==> config.mk <==
export PLATFORM = sky130hd
export DESIGN_NAME = if_id_queue
export DESIGN_NICKNAME = d
export VERILOG_FILES = /design/src/rtl/if_id_queue_pkg.sv /design/src/rtl/if_id_queue_fifo_ptr_ctrl.sv /design/src/rtl/if_id_queue.sv
export SDC_FILE = /design/constraint.sdc
export NUM_CORES = 1
export LEC_CHECK = 0
export ABC_AREA = 1
export BUFFER_PORTS_ARGS = -buffer_cell sky130_fd_sc_hd__buf_2
export CORE_ASPECT_RATIO = 1.25
export CORE_MARGIN = 1.5
export CORE_UTILIZATION = 46
export DETAILED_ROUTE_END_ITERATION = 6
export PLACE_DENSITY = 0.76
export SLEW_MARGIN = 20
export SYNTH_ARGS = -nofsm -noshare
export SYNTH_HDL_FRONTEND = slang
export SYNTH_SLANG_ARGS = --single-unit
==> constraint.sdc <==
create_clock -name clk -period 7 [get_ports clk]
set_clock_uncertainty 0.2 [all_clocks]
set_input_delay 1.75 -clock clk [delete_from_list [all_inputs] [get_ports clk]]
set_output_delay 1.75 -clock clk [all_outputs]
set_load 0.005 [all_outputs]
==> src/rtl/if_id_queue_pkg.sv <==
// Shared bundle layout for the fetch-to-decode instruction queue.
// Bundle packing is {inst, pc, ex_fields}; ex_valid is the top bit of ex_fields.
package if_id_queue_pkg;

  localparam int EX_FIELDS_LEN = 16;
  localparam int IF2ID_LEN     = 64 + EX_FIELDS_LEN;
  localparam int EX_VALID_BIT  = EX_FIELDS_LEN - 1;

  typedef struct packed {
    logic [31:0]              inst;
    logic [31:0]              pc;
    logic [EX_FIELDS_LEN-1:0] ex_fields;
  } if2id_t;

  function automatic logic [IF2ID_LEN-1:0] pack_bundle(
    input logic [31:0]              inst,
    input logic [31:0]              pc,
    input logic [EX_FIELDS_LEN-1:0] ex_fields
  );
    if2id_t b;
    b.inst      = inst;
    b.pc        = pc;
    b.ex_fields = ex_fields;
    return b;
  endfunction

endpackage

==> src/rtl/if_id_queue_fifo_ptr_ctrl.sv <==
// Read/write pointers, occupancy count and full/empty flags for a circular buffer.
// A clear resets everything and overrides any push or pop in the same cycle.
module fifo_ptr_ctrl #(
  parameter int DEPTH = 4,
  localparam int PTR_W = $clog2(DEPTH),
  localparam int CNT_W = $clog2(DEPTH + 1)
) (
  input  logic             clk,
  input  logic             reset,
  input  logic             clear,
  input  logic             push,
  input  logic             pop,
  output logic [PTR_W-1:0] rd_ptr,
  output logic [PTR_W-1:0] wr_ptr,
  output logic [CNT_W-1:0] count,
  output logic             full,
  output logic             empty
);

  logic [PTR_W-1:0] rd_ptr_q, rd_ptr_d;
  logic [PTR_W-1:0] wr_ptr_q, wr_ptr_d;
  logic [CNT_W-1:0] count_q, count_d;

  always_comb begin
    rd_ptr_d = rd_ptr_q;
    wr_ptr_d = wr_ptr_q;
    count_d  = count_q;
    if (clear) begin
      rd_ptr_d = '0;
      wr_ptr_d = '0;
      count_d  = '0;
    end else begin
      // Pointers wrap naturally because DEPTH is a power of two.
      case ({push, pop})
        2'b10: begin
          wr_ptr_d = wr_ptr_q + PTR_W'(1);
          count_d  = count_q + CNT_W'(1);
        end
        2'b01: begin
          rd_ptr_d = rd_ptr_q + PTR_W'(1);
          count_d  = count_q - CNT_W'(1);
        end
        2'b11: begin
          wr_ptr_d = wr_ptr_q + PTR_W'(1);
          rd_ptr_d = rd_ptr_q + PTR_W'(1);
        end
        default: ;
      endcase
    end
  end

  always_ff @(posedge clk or posedge reset) begin
    if (reset) begin
      rd_ptr_q <= '0;
      wr_ptr_q <= '0;
      count_q  <= '0;
    end else begin
      rd_ptr_q <= rd_ptr_d;
      wr_ptr_q <= wr_ptr_d;
      count_q  <= count_d;
    end
  end

  assign rd_ptr = rd_ptr_q;
  assign wr_ptr = wr_ptr_q;
  assign count  = count_q;
  assign full   = (count_q == CNT_W'(DEPTH));
  assign empty  = (count_q == '0);

endmodule

==> src/rtl/if_id_queue.sv <==
// Fetch-to-decode instruction queue: in-order buffer of fetch bundles that
// absorbs decode backpressure and drops all contents on a pipeline redirect.
module if_id_queue
  import if_id_queue_pkg::*;
#(
  parameter int DEPTH = 4,
  parameter int WIDTH = IF2ID_LEN
) (
  input  logic                       clk,
  input  logic                       reset,
  input  logic                       flush,
  input  logic                       br_taken,
  input  logic                       in_valid,
  input  logic [WIDTH-1:0]           in_zip,
  output logic                       in_allowin,
  output logic                       out_valid,
  output logic [WIDTH-1:0]           out_zip,
  input  logic                       out_ready,
  output logic [$clog2(DEPTH+1)-1:0] count
);

  localparam int PTR_W = $clog2(DEPTH);

  logic             clear;
  logic             push;
  logic             pop;
  logic             full;
  logic             empty;
  logic [PTR_W-1:0] rd_ptr;
  logic [PTR_W-1:0] wr_ptr;
  logic [WIDTH-1:0] mem_q [DEPTH];

  assign clear = flush | br_taken;
  // in_allowin depends only on registered count, so a full queue refuses input
  // even when decode drains the head in the same cycle.
  assign in_allowin = ~full;
  assign out_valid  = ~empty & ~clear;
  assign push       = in_valid & in_allowin & ~clear;
  assign pop        = out_valid & out_ready;

  fifo_ptr_ctrl #(
    .DEPTH(DEPTH)
  ) u_ptr_ctrl (
    .clk   (clk),
    .reset (reset),
    .clear (clear),
    .push  (push),
    .pop   (pop),
    .rd_ptr(rd_ptr),
    .wr_ptr(wr_ptr),
    .count (count),
    .full  (full),
    .empty (empty)
  );

  // Storage needs no reset: entries are only read while count marks them valid.
  always_ff @(posedge clk) begin
    if (push) begin
      mem_q[wr_ptr] <= in_zip;
    end
  end

  assign out_zip = mem_q[rd_ptr];

endmodule

==> results.json <==
{
  "fill_cells": 2124,
  "nNetsFinal": 1095,
  "worstPathArrival_ns": 3.27,
  "start_kind": "register",
  "hold_viol": 0,
  "max-slew-margin-rel": 0.375,
  "run_status": "finished clean",
  "syn_inst": 843,
  "insertion_delay_ns": 0.55,
  "dp.final_hpwl_um": 14100,
  "die_h_um": 187,
  "worstMarginPinSlew_ns": 0.938,
  "layout_commonest_cell": "edfxtp_1",
  "cts.clk_slew.worst_paths_ns": 0.06,
  "register_area_um2": 9790,
  "start_util": 0.466,
  "die_x_um": 150,
  "tns_ns": 0,
  "ys_ff_latch": 327,
  "syn_area_um2": 12400,
  "cts_tree": "yes",
  "viasPerCell": 5.41,
  "utilization": 0.540,
  "vias": 7425,
  "slowest_delay_ns": 0.75,
  "numCtsBuffers": 30,
  "clockBufferDepth": 3,
  "cts_root_buf": "clkbuf_16",
  "dp_slack_ns": 2.41,
  "first_iter_violations": 438,
  "clkSinkCount": 327,
  "setup_violations": 0,
  "rows": 67,
  "multi_input_area_um2": 2230,
  "critical_path_class": "register to primary output",
  "ctsHtreeMaxLevel": 1,
  "drc": 0,
  "antenna_found_initial": 4,
  "fmax_mhz": 191,
  "globalplace.congestion": 0.749,
  "cp-end-kind": "primary output",
  "detail-route-antenna-nets": 0,
  "whs_ns": 0.401,
  "drv_slew": 0,
  "grt_util_all_layers": 0.182,
  "period_share": 0.746,
  "power_leakage_nw": 5.04,
  "cellPowerDensity_nw_per_um2": 269,
  "crit_fanout": 116,
  "syn_avg_cell_area_um2": 14.7,
  "worst_slack_ns": 1.78,
  "final_cell_mix": "320 x edfxtp_1, 170 x buf_2, 162 x nor2_1, 87 x o21ai_0, 80 x o22ai_1",
  "synth_warnings": 0,
  "hold_path_class": "register to register",
  "grt_pass1_vias": 7372,
  "first_pass_iters": 5,
  "hold_buffers": 0,
  "rsz0062_at_grt": "false",
  "synth.net_count": 934,
  "detail_route.wl_per_cell_um": 18.6,
  "required_ns": 5.05,
  "synth_sequential_area_ratio": 0.787,
  "syn_to_final_growth_pct": 15.8,
  "grt_max_degree": 117,
  "cts_setup_buffers": 0,
  "cap_violations": 0,
  "path_cells": "inv_6 > buf_4 > nor2_1 > o22ai_1 > buf_2",
  "vdd_ir_drop_max_v": 0.000239,
  "drive_gt1_frac": 0.236,
  "wirelength_um": 25500,
  "slowest_stage": "dfrtp_4",
  "grt_pass1_wl_um": 39000,
  "core_um2": 26700,
  "cts.repair.resized": 0,
  "dieArea_um2": 28000,
  "grt_remaining_overflow": 0,
  "io_buffers": 170,
  "ios": 171,
  "synth.distinct_cells": 26,
  "min_period_ns": 5.22
}
## metal layers
metal | part of all wire | track usage
met1 | 0.39 | 0.224
met2 | 0.51 | 0.309
met3 | 0.061 | 0.0320
met4 | 0.040 | 0.0852
met5 | 0 | 0
## power by group
part | leakage, nW | internal, mW | switching, mW
sequential | 2.98 | 2.17 | 0.0107
combinational | 1.61 | 0.0568 | 0.0944
clock | 0.443 | 0.880 | 0.664
total | 5.04 | 3.11 | 0.770
## cell families after synthesis
logic type | count (synthesis) | share of synthesized area
buffers and inverters | 71 | 0.0361
AOI/OAI and AO/OA | 248 | 0.109
DFF | 327 | 0.787
adders and majority gates | 5 | 0.00564
and+or+nand+nor | 191 | 0.0612
xor gates and xnor gates | 1 | 0.000705
## final cells by class
type / count / share of cell area
sequential: 327 / 0.680
tap: 345 / 0.0300
timing repair buffer: 182 / 0.0654
inverter: 18 / 0.00513
multi-input combinational: 445 / 0.155
clock inverter: 13 / 0.00808
antenna: 3 / 0.000522
clock buffer: 40 / 0.0562
## per-stage QoR
step / instance area, um^2 / total power [mW] / instances
6_report: 14400 / 3.88 / 1373
3_5_place_dp: 13500 / 2.38 / 1317
2_1_floorplan: 12400 / 2.30 / 843
5_1_grt: 14400 / 3.99 / 1372
4_1_cts: 14400 / 3.91 / 1370
3_3_place_gp: 13500 / 2.37 / 1317
## worst max-delay path: cells and delay by family, from the launching register on
kind / cells / cell delay, ns
AND/OR/NAND/NOR: 1 / 0.08
buffers and inverters: 3 / 1.51
flip-flops: 1 / 0.75
AO/OA/AOI/OAI: 1 / 0.24
## registers in the layout (all words and copies together), names as in the netlist
| signal | count |
|---|---|
| mem_q | 320 |
| u_ptr_ctrl.wr_ptr | 2 |
| u_ptr_ctrl.rd_ptr | 2 |
| u_ptr_ctrl.count | 3 |
## cell usage after synthesis (all sizes together)
library cell  instances  area [um^2]
clkinv                1         5.00
xnor2                 1         8.76
nand4                 1         6.26
inv                  17         66.3
o21ai               166          831
ha                    4         50.1
nand3                 2         20.0
fa                    1         20.0
o22ai                80          500
nand2                20         90.1
edfxtp              320         9610
nor3                  1         10.0
dfrtp                 7          175
a21oi                 2         25.0
buf                  21          258
nor2                167          634
clkbuf               32          120
## path summary, 6_finish.rpt
check	start	to	slack [ns]	depth (start not counted)
worst max-delay path	u_ptr_ctrl.rd_ptr[0]	out_zip[37]	1.78	5
worst min-delay path	u_ptr_ctrl.count[0]	u_ptr_ctrl.count[0]	0.40	1
worst max register to register	u_ptr_ctrl.count[0]	mem_q[1][46]	4.64	7
worst min register to register	u_ptr_ctrl.count[0]	u_ptr_ctrl.count[0]	0.40	1
max in group asynchronous	reset	u_ptr_ctrl.rd_ptr[0]	5.37	2
min in group asynchronous	reset	u_ptr_ctrl.count[1]	0.94	2
(Power assumes the default switching activity.)
